### config.mk
export PLATFORM = sky130hd
export DESIGN_NAME = main_control_fsm
export DESIGN_NICKNAME = d
export VERILOG_FILES = /design/src/rtl/main_control_fsm.sv
export SDC_FILE = /design/constraint.sdc
export NUM_CORES = 1
export LEC_CHECK = 0
export ABC_CLOCK_PERIOD_IN_PS = 4170
export BUFFER_PORTS_ARGS = -buffer_cell sky130_fd_sc_hd__buf_4
export CAP_MARGIN = 20
export CORE_ASPECT_RATIO = 0.9
export CORE_MARGIN = 5
export CORE_UTILIZATION = 53
export CTS_CLUSTER_DIAMETER = 60
export DETAILED_ROUTE_END_ITERATION = 16
export HOLD_SLACK_MARGIN = 0.02
export PLACE_DENSITY = 0.83
export SETUP_SLACK_MARGIN = 0.4
export SLEW_MARGIN = 20
export SYNTH_ARGS = -nofsm -noshare
export SYNTH_HDL_FRONTEND = slang
export SYNTH_SLANG_ARGS = --single-unit
### constraint.sdc
create_clock -name clk -period 4.17 [get_ports clk]
set_input_delay 0 -clock clk [delete_from_list [all_inputs] [get_ports clk]]
set_output_delay 0 -clock clk [all_outputs]
set_load 0.03 [all_outputs]
### src/rtl/main_control_fsm.sv
// Multi-cycle processor main control unit: Moore FSM sequencing fetch, decode,
// memory, ALU and write-back phases, with registered datapath enables.
module main_control_fsm (
    input  logic       clk,
    input  logic       rst_n,
    input  logic [5:0] opcode,
    input  logic       mem_ready,
    output logic       pc_write,
    output logic       pc_write_cond,
    output logic       i_or_d,
    output logic       mem_read,
    output logic       mem_write,
    output logic       ir_write,
    output logic       reg_write,
    output logic       reg_dst,
    output logic       mem_to_reg,
    output logic       alu_src_a,
    output logic [1:0] alu_src_b,
    output logic [1:0] pc_source,
    output logic [2:0] alu_op,
    output logic       illegal_op,
    output logic [3:0] state
);

    typedef enum logic [3:0] {
        S_FETCH     = 4'd0,
        S_DECODE    = 4'd1,
        S_MEM_ADDR  = 4'd2,
        S_MEM_READ  = 4'd3,
        S_MEM_WB    = 4'd4,
        S_MEM_WRITE = 4'd5,
        S_EXECUTE   = 4'd6,
        S_R_WB      = 4'd7,
        S_BRANCH    = 4'd8,
        S_JUMP      = 4'd9,
        S_ADDI_EXEC = 4'd10,
        S_ADDI_WB   = 4'd11
    } state_t;

    localparam logic [5:0] OP_RTYPE = 6'b000000;
    localparam logic [5:0] OP_LW    = 6'b100011;
    localparam logic [5:0] OP_SW    = 6'b101011;
    localparam logic [5:0] OP_BEQ   = 6'b000100;
    localparam logic [5:0] OP_J     = 6'b000010;
    localparam logic [5:0] OP_ADDI  = 6'b001000;

    localparam logic [2:0] ALU_FUNCT = 3'b000;
    localparam logic [2:0] ALU_ADD   = 3'b001;
    localparam logic [2:0] ALU_SUB   = 3'b010;

    typedef struct packed {
        logic       pc_write;
        logic       pc_write_cond;
        logic       i_or_d;
        logic       mem_read;
        logic       mem_write;
        logic       reg_write;
        logic       reg_dst;
        logic       mem_to_reg;
        logic       alu_src_a;
        logic [1:0] alu_src_b;
        logic [1:0] pc_source;
        logic [2:0] alu_op;
    } ctrl_t;

    state_t state_q;
    ctrl_t  ctrl_q;
    logic   in_fetch;
    logic   legal_op;

    function automatic state_t next_state(input state_t s, input logic [5:0] op,
                                          input logic rdy);
        state_t n;
        n = S_FETCH;
        case (s)
            S_FETCH:     n = rdy ? S_DECODE : S_FETCH;
            S_DECODE: begin
                case (op)
                    OP_RTYPE:     n = S_EXECUTE;
                    OP_LW, OP_SW: n = S_MEM_ADDR;
                    OP_BEQ:       n = S_BRANCH;
                    OP_J:         n = S_JUMP;
                    OP_ADDI:      n = S_ADDI_EXEC;
                    default:      n = S_FETCH;
                endcase
            end
            S_MEM_ADDR:  n = (op == OP_LW) ? S_MEM_READ : S_MEM_WRITE;
            S_MEM_READ:  n = rdy ? S_MEM_WB : S_MEM_READ;
            S_MEM_WRITE: n = rdy ? S_FETCH : S_MEM_WRITE;
            S_EXECUTE:   n = S_R_WB;
            S_ADDI_EXEC: n = S_ADDI_WB;
            default:     n = S_FETCH;
        endcase
        return n;
    endfunction

    // Fixed per-state enables; the mem_ready-dependent FETCH strobes are added at the output.
    function automatic ctrl_t ctrl_for(input state_t s);
        ctrl_t c;
        c = '0;
        case (s)
            S_FETCH: begin
                c.mem_read  = 1'b1;
                c.alu_src_b = 2'b01;
                c.alu_op    = ALU_ADD;
            end
            S_DECODE: begin
                c.alu_src_b = 2'b11;
                c.alu_op    = ALU_ADD;
            end
            S_MEM_ADDR, S_ADDI_EXEC: begin
                c.alu_src_a = 1'b1;
                c.alu_src_b = 2'b10;
                c.alu_op    = ALU_ADD;
            end
            S_MEM_READ: begin
                c.mem_read = 1'b1;
                c.i_or_d   = 1'b1;
            end
            S_MEM_WB: begin
                c.reg_write  = 1'b1;
                c.mem_to_reg = 1'b1;
            end
            S_MEM_WRITE: begin
                c.mem_write = 1'b1;
                c.i_or_d    = 1'b1;
            end
            S_EXECUTE: begin
                c.alu_src_a = 1'b1;
                c.alu_op    = ALU_FUNCT;
            end
            S_R_WB: begin
                c.reg_write = 1'b1;
                c.reg_dst   = 1'b1;
            end
            S_BRANCH: begin
                c.alu_src_a     = 1'b1;
                c.alu_op        = ALU_SUB;
                c.pc_write_cond = 1'b1;
                c.pc_source     = 2'b01;
            end
            S_JUMP: begin
                c.pc_write  = 1'b1;
                c.pc_source = 2'b10;
            end
            S_ADDI_WB: c.reg_write = 1'b1;
            default:   c = '0;
        endcase
        return c;
    endfunction

    // NOTE: the enables are registered from the *next* state so they change on the
    // same edge as state_q; non-blocking assignments keep both flops in lockstep.
    always_ff @(posedge clk) begin
        if (!rst_n) begin
            state_q <= S_FETCH;
            ctrl_q  <= ctrl_for(S_FETCH);
        end else begin
            state_q <= next_state(state_q, opcode, mem_ready);
            ctrl_q  <= ctrl_for(next_state(state_q, opcode, mem_ready));
        end
    end

    assign in_fetch = (state_q == S_FETCH);
    assign legal_op = opcode inside {OP_RTYPE, OP_LW, OP_SW, OP_BEQ, OP_J, OP_ADDI};

    // NOTE: reset is synchronous, so rst_n also masks the outputs directly to keep
    // every enable quiet for the whole time it is held low, not just after the edge.
    assign pc_write      = rst_n & (ctrl_q.pc_write | (in_fetch & mem_ready));
    assign ir_write      = rst_n & in_fetch & mem_ready;
    assign pc_write_cond = rst_n & ctrl_q.pc_write_cond;
    assign i_or_d        = rst_n & ctrl_q.i_or_d;
    assign mem_read      = rst_n & ctrl_q.mem_read;
    assign mem_write     = rst_n & ctrl_q.mem_write;
    assign reg_write     = rst_n & ctrl_q.reg_write;
    assign reg_dst       = rst_n & ctrl_q.reg_dst;
    assign mem_to_reg    = rst_n & ctrl_q.mem_to_reg;
    assign alu_src_a     = rst_n & ctrl_q.alu_src_a;
    assign alu_src_b     = rst_n ? ctrl_q.alu_src_b : 2'b00;
    assign pc_source     = rst_n ? ctrl_q.pc_source : 2'b00;
    assign alu_op        = rst_n ? ctrl_q.alu_op : 3'b000;
    assign illegal_op    = rst_n & (state_q == S_DECODE) & ~legal_op;
    assign state         = rst_n ? state_q : S_FETCH;

endmodule

==> flow_metrics.env, run 1 <==
export IMPL_crit_top_cell="nand2b_1"
export IMPL_root_buffer="clkbuf_4"
export IMPL_power_switching_mw=0.0819
export IMPL_final_cell_mix="29 x buf_4, 16 x and2_1, 16 x dfxtp_1"
export IMPL_routed_via_count=920
export IMPL_crit_path_top_delay_cell="dfxtp_1"
export IMPL_fin_ws_ps=2320
export IMPL_power_share_combinational_pct=18.0
export IMPL_rows=14
export IMPL_pre_cts_ws_ps=2390
export IMPL_timing_critical_path_buf_inv=1
export IMPL_core_um2=1720
export IMPL_drtIter0Drc=25
export IMPL_synthesis_nets=128
export IMPL_worstPathRequired_ps=4170
export IMPL_start_util_pct=57.1
export IMPL_clock_skew_ps=5.09
export IMPL_cap_viol_max_count=0
export IMPL_cpPeakStageDelay_ps=460
export IMPL_p_int_mw=0.232
export IMPL_ioPinCount=31
export IMPL_route_detailed_drc=0
export IMPL_crit_type="reg2out"
export IMPL_cts_tree="done"
export IMPL_design_area_um2=1210
export IMPL_register_area_um2=320
export IMPL_final_common_cell="buf_4"
export IMPL_drive_above_1_share_pct=29.4
export IMPL_cp_end_kind="primary output"
export IMPL_sw_frac_of_total_pct=26.1
export IMPL_final_util_pct=70.3
export IMPL_wl_met2_um=1120
export IMPL_die_h_um=50.8
export IMPL_vias_per_cell=5.51
export IMPL_gp_congestion=0.861
export IMPL_ir_drop_uv=319
export IMPL_layout_min_cycle_time_ps=1850
export IMPL_final_nets=153
export IMPL_power_mw=0.314
export IMPL_path_delay_family="simple AND/OR/NAND/NOR gates"
export IMPL_port_buffer_count=29
export IMPL_p_clk_share_pct=31.4
export IMPL_drt_wirelength_per_cell_um=13.3
export IMPL_clk_latency_ps=280
export IMPL_dp_cells=163
export IMPL_netlist_area_um2=981
export IMPL_grt_max_degree=22
export IMPL_cts_setup_buffers=0
export IMPL_finalHoldViolations=0
export IMPL_wl_met1_um=945
export IMPL_status="completed"
export IMPL_synth_cell_type_count=44
export IMPL_multi_input_comb_area_um2=583
export IMPL_fmax_mhz=541
export IMPL_whs_ps=48.2
export IMPL_cts_inserted_buffers=3
export IMPL_powerDensity_nw_per_um2=260
export IMPL_min_path_type="in2reg"
export IMPL_synth_seq_cells=16
export IMPL_syn_inst=119
export IMPL_grt_pass1_vias=832
export IMPL_synthToLayoutAreaGrowth_pct=23.0
export IMPL_final_cells=167
export IMPL_grt_pass1_wl_um=3640
export IMPL_synth_avg_cell_area_um2=8.24
export IMPL_setup_tns_ps=0
export IMPL_worstSetupStartpointType="flop"
export IMPL_die_w_um=55.4
export IMPL_yosysSeqAreaShare_pct=32.7
export IMPL_antenna_found_initial=0
export IMPL_wl_um=2220
export IMPL_arrival_ps=1850
export IMPL_first_pass_iters=4
export IMPL_critPathMaxFanout=16
export IMPL_cts_sinks=16
export IMPL_yosysWarnings=0
export IMPL_gr_total_overflow=0
export IMPL_cts_buffer_depth=2
export IMPL_nFillCells=157
export IMPL_dpl_cell_area_um2=1170
export IMPL_slew_viol_final=0
export IMPL_met3_length_um=153
export IMPL_postCtsResizedCells=0
export IMPL_dieArea_um2=2810
export IMPL_p_leak_nw=0.545
export IMPL_dp_hpwl_um=1760
export IMPL_fin_crit_sh_pct=44.3
export IMPL_crit_chain="nand2b_1, or3_1, nor2_1, nand2_1, nand2b_1, buf_4"
export IMPL_track_usage_pct=16.0
export IMPL_final_antenna_net_count=0
export IMPL_n_antenna_cell=0
export IMPL_setup_viol_count_final=0
export IMPL_rsz0062_at_grt="no"
export IMPL_clkTransAtPathRegs_ps=90
export IMPL_seqPwrFrac_pct=50.6
export IMPL_h_tree_depth=1
export IMPL_routed_top_layer="met3"
export IMPL_hold_buffers=0
power by group through the flow:
stage,clock network [mW],logic [mW],registers (mW)
after CTS,0.102,0.0566,0.159
after detailed placement,0,0.0564,0.162
after global placement,0,0.0553,0.162
final,0.0986,0.0565,0.159
after global routing,0.111,0.0605,0.159
after floorplan,0,0.0389,0.161
registers in the layout, indices dropped and copies added, names as in the netlist:
name,flops
ctrl_q,12
state_q,4
synthesized netlist by cell type:
library cell  count  area share, %
o22ai_1           1           0.64
and2_1           16             10
nor3_1            3            1.5
buf_2             2            1.0
or2_1             1           0.64
dfxtp_1          16             33
nor3_2            1            1.0
o21ai_0           3            1.5
or3_1             1           0.64
buf_6             1            1.1
nor2_1           12            4.6
and3_1            2            1.3
o21ai_2           1           0.89
nor4b_1           2            1.8
o32a_1            1            1.0
a2111oi_0         1           0.89
o41ai_2           1            1.7
nand3_1           5            2.6
o211ai_1          2            1.5
o31ai_1           1           0.77
nor3b_1           1           0.77
or3_4             1            1.1
clkbuf_1          2           0.77
o311ai_4          1            2.7
o21bai_1          1           0.77
a22oi_2           1            1.3
nand2_1           6            2.3
conb_1            1           0.38
nand3_2           1            1.0
a211oi_1          1           0.77
nor2b_1           2            1.3
xor2_1            1           0.89
buf_4             4            3.1
inv_1             4            1.5
clkinv_1          1           0.38
a21o_1            1           0.77
nor3b_2           2            2.6
nor4_1            1           0.64
a21oi_1           3            1.5
nand4_1           2            1.3
a21boi_0          1           0.77
a22oi_1           1           0.77
nand2b_1          5            3.2
nand3b_1          2            1.5
per-layer routing:
layer	up-vias	track usage (%)
met5	-	0
met4	0	4.05
met3	0	5.79
met2	32	29.7
met1	425	17.3
li1	463	-
path summary, 6_finish.rpt:
check | start | end | slack [ps] | depth (start not counted)
setup reg to reg | state_q[2] | ctrl_q[5] | 2350 | 5
hold reg to reg | state_q[1] | ctrl_q[9] | 670 | 2
hold / removal | rst_n | ctrl_q[12] | 50 | 2
setup / recovery | state_q[2] | pc_write | 2320 | 6
worst reg2reg max path, cell delays in order (launching register included):
cell	delay, ps
dfxtp_1	630
nor3b_2	120
o311ai_4	330
nand3_2	170
or3_4	380
o21ai_2	120
cell type report:
type / count / share of cell area [%]
clock buffer: 4 / 3.01
inverter: 5 / 1.56
multi-input combinational: 89 / 48.3
sequential: 16 / 26.6
tap: 24 / 2.49
timing repair buffer: 29 / 18.0
kinds of logic (layout without fill, tap and decap cells):
logic type | after synthesis | count (layout) | share of synthesized area (%)
XOR/XNOR | 1 | 1 | 0.893
buffers and inverters | 14 | 38 | 7.91
other | 1 | 1 | 0.382
AO/OA/AOI/OAI | 21 | 21 | 18.2
AND/OR/NAND/NOR | 66 | 66 | 39.9
flip-flops | 16 | 16 | 32.7
(Power assumes the default switching activity.)
==> run 2: changes to the inputs <==
Settings changed: ABC_CLOCK_PERIOD_IN_PS 4170 to 1770, CORE_UTILIZATION 53 to 49, PLACE_DENSITY 0.83 to 0.77.
Clock period 4.17 ns to 1.77 ns, I/O delays scaled along.
==> run 2 against run 1 <==
Die area is 6.6% higher. Cell area is 19% higher. Non-clock buffer count is 14 higher. Combinational power grew to 2.9 times the previous value. Power is 150% higher. Clock power is 140% higher. Flip-flop and latch count stayed put. Highest routed layer is now met4. Clock skew is 2.5 ps lower. Worst setup slack worse by 2200 ps. Hold slack hardly changed.
==> flow_metrics.env, run 2 (synthesis gave the netlist of run 1 again) <==
export IMPL_cts_inserted_buffers=3
export IMPL_gr_total_overflow=0
export IMPL_ioPinCount=31
export IMPL_r2r_end="ctrl_q[0]"
export IMPL_vias_per_cell=5.89
export IMPL_start_util_pct=51.2
export IMPL_layout_min_cycle_time_ps=1630
export IMPL_top_register="ctrl_q"
export IMPL_final_cell_mix="40 x buf_4, 16 x and2_1, 12 x dfxtp_1"
export IMPL_ir_drop_uv=559
export IMPL_power_switching_mw=0.214
export IMPL_n_antenna_cell=0
export IMPL_worstPathRequired_ps=1960
export IMPL_power_mw=0.776
export IMPL_p_int_mw=0.561
export IMPL_rsz0062_at_grt="yes"
export IMPL_power_share_combinational_pct=21.5
export IMPL_clkTransAtPathRegs_ps=90
export IMPL_cp_end_kind="flop"
export IMPL_setup_viol_count_final=0
export IMPL_met1_usage_pct=21.6
export IMPL_p_clk_share_pct=30.8
export IMPL_setup_tns_ps=0
export IMPL_design_area_um2=1440
export IMPL_clk_latency_ps=290
export IMPL_nFillCells=125
export IMPL_use_met3_pct=5.67
export IMPL_final_nets=167
export IMPL_antenna_found_initial=0
export IMPL_routed_via_count=1072
export IMPL_gp_congestion=0.793
export IMPL_arrival_ps=1820
export IMPL_fin_crit_sh_pct=91.9
export IMPL_final_common_cell="buf_4"
export IMPL_grt_pass1_vias=976
export IMPL_reg2regPathDepth=7
export IMPL_die_h_um=52.4
export IMPL_final_cells=182
export IMPL_dp_hpwl_um=1690
export IMPL_fmax_mhz=614
export IMPL_core_um2=1910
export IMPL_hold_buffers=0
export IMPL_port_buffer_count=29
export IMPL_dpl_cell_area_um2=1200
export IMPL_grt_max_degree=22
export IMPL_drive_above_1_share_pct=47.8
export IMPL_rows=15
export IMPL_crit_type="reg2reg"
export IMPL_largest_reg_flops=12
export IMPL_worstSetupStartpointType="flop"
export IMPL_seqPwrFrac_pct=47.7
export IMPL_grtUsageMet2_pct=33.7
export IMPL_status="completed"
export IMPL_cts_sinks=16
export IMPL_cts_tree="done"
export IMPL_cts_buffer_depth=2
export IMPL_drtIter0Drc=38
export IMPL_wl_um=2920
export IMPL_die_w_um=57.2
export IMPL_critPathMaxFanout=10
export IMPL_clock_skew_ps=2.58
export IMPL_route_detailed_drc=0
export IMPL_first_pass_iters=4
export IMPL_dieArea_um2=3000
export IMPL_hp_start="rst_n"
export IMPL_synthToLayoutAreaGrowth_pct=46.7
export IMPL_min_path_type="in2reg"
export IMPL_cp_startpoint="state_q[2]"
export IMPL_crit_end="ctrl_q[0]"
export IMPL_dp_cells=164
export IMPL_final_antenna_net_count=0
export IMPL_reg2reg_slack_ps=140
export IMPL_track_usage_pct=18.7
export IMPL_cap_viol_max_count=0
export IMPL_slew_viol_final=0
export IMPL_r2r_start="state_q[2]"
export IMPL_reg_top3="ctrl_q: 12 flops, state_q: 4 flops"
export IMPL_drt_wirelength_per_cell_um=16.1
export IMPL_busiest_layer="met2"
export IMPL_grt_pass1_wl_um=4400
export IMPL_sw_frac_of_total_pct=27.6
export IMPL_powerDensity_nw_per_um2=539
export IMPL_finalHoldViolations=0
export IMPL_root_buffer="clkbuf_4"
export IMPL_h_tree_depth=1
export IMPL_p_leak_nw=0.641
[run 2: cell type report]
type	instances	area [µm²]	share of cell area, %
clock buffer	4	36.3	2.52
sequential	16	335	23.3
multi-input combinational	89	674	46.9
tap	25	31.3	2.17
inverter	5	18.8	1.30
timing repair buffer	43	343	23.8
[run 2: critical path, cell delays in order (launching register included)]
cell      delay, ps
dfxtp_4         380
buf_12          140
buf_4           140
nor2_2           90
nand3_1         100
a21boi_2        230
nand2_1         150
o31ai_1         290
[run 2: power groups by stage]
stage                     Combinational (mW)  Clock (mW)  Sequential [mW]
final                                  0.166       0.239            0.370
after global routing                   0.176       0.259            0.372
after CTS                              0.153       0.238            0.369
after detailed placement               0.136           0            0.381
after global placement                 0.134           0            0.381
after floorplan                       0.0961           0            0.377
[run 2: how the worst min path moves through the flow]
stage                       endpoint  slack (ps)  cells after the start
after floorplan           state_q[1]         220                      2
after global placement    ctrl_q[12]         340                      2
after detailed placement  ctrl_q[12]         360                      2
after CTS                 ctrl_q[12]          50                      2
after global routing      ctrl_q[12]          60                      2
final                     ctrl_q[12]          50                      2
[run 2: layer usage]
layer | wire, µm | part of all wire (%)
met1 | 1190 | 41
met2 | 1410 | 48
met5 | 0 | 0
met4 | 36 | 1.2
met3 | 280 | 9.6
[run 2: metrics by stage]
step | hold slack [ps] | setup WS [ps] | util [%]
final | 48.6 | 143 | 75.2
after global routing | 63.1 | 39.2 | 75.2
after CTS | 54.4 | 190 | 71.3
after global placement | 339 | 143 | 62.5
after floorplan | 223 | 269 | -
after detailed placement | 355 | 113 | 62.5
[run 2: timing repair]
action | in CTS | in global routing
pin swaps | 5 | 3
endpoints found under the setup margin | 18 | 18
buffers inserted | 7 | 7
resized for setup | 19 | 5
==> run 3: changes to the inputs <==
Settings changed: PLACE_DENSITY 0.77 to 0.82.
==> run 3 against run 2 <==
Non-clock buffer count shrank 2. Cell count fell by 1.1%. Count of clock-buffer cells in the layout stayed put. Core utilization is 1.4 points lower. Clock power is 5% higher. Sequential power hardly changed. Die area unchanged. Global-route usage is 1.5 points higher. Power grew 3.0%. Sequential share of layout area grew 0.45 points. Highest routed layer unchanged.
==> flow_metrics.env, run 3 (synthesis gave the netlist of run 1 again) <==
export IMPL_status="completed"
export IMPL_layout_min_cycle_time_ps=1630
export IMPL_whs_ps=42.6
export IMPL_crit_path_top_delay_cell="dfxtp_4"
export IMPL_register_area_um2=335
export IMPL_powerDensity_nw_per_um2=566
export IMPL_cap_viol_max_count=0
export IMPL_dp_cells=164
export IMPL_h_tree_depth=1
export IMPL_hold_buffers=0
export IMPL_r2r_end="ctrl_q[0]"
export IMPL_routed_via_count=1075
export IMPL_finalHoldViolations=0
export IMPL_track_usage_pct=20.2
export IMPL_cts_sinks=16
export IMPL_die_w_um=57.2
export IMPL_dp_hpwl_um=1750
export IMPL_path_delay_family="buffers and inverters"
export IMPL_start_util_pct=51.2
export IMPL_timing_critical_path_buf_inv=5
export IMPL_critPathMaxFanout=6
export IMPL_pre_cts_ws_ps=111
export IMPL_cp_startpoint="state_q[1]"
export IMPL_synthToLayoutAreaGrowth_pct=43.9
export IMPL_rows=15
export IMPL_reg_top3="ctrl_q: 12 flops, state_q: 4 flops"
export IMPL_hold_path_depth=2
export IMPL_nFillCells=127
export IMPL_largest_reg_flops=12
export IMPL_first_pass_iters=7
export IMPL_cp_end_kind="flop"
export IMPL_final_cells=180
export IMPL_final_cell_mix="37 x buf_4, 16 x and2_1, 12 x dfxtp_1"
export IMPL_min_path_type="in2reg"
export IMPL_antenna_found_initial=0
export IMPL_cts_buffer_depth=2
export IMPL_die_h_um=52.4
export IMPL_drt_wirelength_per_cell_um=16.9
export IMPL_r2r_start="state_q[1]"
export IMPL_gr_total_overflow=0
export IMPL_fin_ws_ps=137
export IMPL_worstSetupStartpointType="flop"
export IMPL_crit_end="ctrl_q[0]"
export IMPL_grt_pass1_wl_um=4620
export IMPL_hp_start="rst_n"
export IMPL_fmax_mhz=612
export IMPL_core_um2=1910
export IMPL_root_buffer="clkbuf_4"
export IMPL_rsz0062_at_grt="yes"
export IMPL_setup_viol_count_final=0
export IMPL_top_register="ctrl_q"
export IMPL_grt_pass1_vias=971
export IMPL_setup_tns_ps=0
export IMPL_clock_skew_ps=5.21
export IMPL_fin_crit_sh_pct=92.2
export IMPL_port_buffer_count=29
export IMPL_n_antenna_cell=0
export IMPL_ioPinCount=31
export IMPL_drtIter0Drc=46
export IMPL_reg2regPathDepth=8
export IMPL_slew_viol_final=0
export IMPL_power_mw=0.799
export IMPL_gp_congestion=0.798
export IMPL_worst_path_stages=8
export IMPL_crit_type="reg2reg"
export IMPL_p_leak_nw=0.631
export IMPL_clk_latency_ps=290
export IMPL_cts_tree="done"
export IMPL_dieArea_um2=3000
export IMPL_final_common_cell="buf_4"
export IMPL_final_nets=165
export IMPL_multi_input_comb_area_um2=673
export IMPL_clkTransAtPathRegs_ps=100
export IMPL_ir_drop_uv=395
export IMPL_final_antenna_net_count=0
export IMPL_vias_per_cell=5.97
export IMPL_reg2reg_slack_ps=140
export IMPL_arrival_ps=1810
export IMPL_drive_above_1_share_pct=46.5
export IMPL_crit_chain="buf_2, nor2_4, buf_4, buf_4, buf_4, buf_4, nor2_2, o31ai_1"
export IMPL_cts_inserted_buffers=3
export IMPL_route_detailed_drc=0
export IMPL_worstPathRequired_ps=1940
export IMPL_wl_um=3040
export IMPL_crit_top_cell="buf_4"
export IMPL_grt_max_degree=22
export IMPL_cpPeakStageDelay_ps=430
run 3: final cells by class:
cell class / instances / share of cell area [%]
Timing Repair Buffer: 41 / 22.4
Multi-Input combinational cell: 89 / 47.7
Clock buffer: 4 / 2.57
Inverter: 5 / 1.33
Tap cell: 25 / 2.22
Sequential cell: 16 / 23.8
run 3: worst min path at each step:
stage                            end  slack, ps
final                     ctrl_q[12]         40
after CTS                 ctrl_q[12]         50
after global placement    ctrl_q[12]        330
after detailed placement  ctrl_q[12]        350
after floorplan           state_q[1]        220
after global routing      ctrl_q[13]         60
run 3: report_power, final:
group / total [mW] / switching [mW] / leakage, nW / internal [mW]
combinational: 0.178 / 0.0977 / 0.477 / 0.0805
clock: 0.250 / 0.125 / 0.0210 / 0.125
sequential: 0.371 / 0.00763 / 0.133 / 0.363
total: 0.799 / 0.230 / 0.631 / 0.569
run 3: stage by stage:
stage          cell area [µm²]  utilization (%)
6_report                  1410             73.7
5_1_grt                   1410             73.7
2_1_floorplan             1020                -
3_5_place_dp              1200             62.5
4_1_cts                   1380             71.9
3_3_place_gp              1200             62.5
run 3: per-layer routing:
metal	GRT usage [%]	share of wire, %	up-vias
li1	-	-	485
met1	22.2	36	503
met2	38.2	51	73
met3	3.69	10	14
met4	8.11	2.9	0
met5	0	0	-
run 3: repair_timing:
item,CTS,global route
resized for setup,18,6
hold endpoints to repair,0,0
endpoints found under the setup margin,19,19
pin swaps,5,1
buffers inserted,10,2
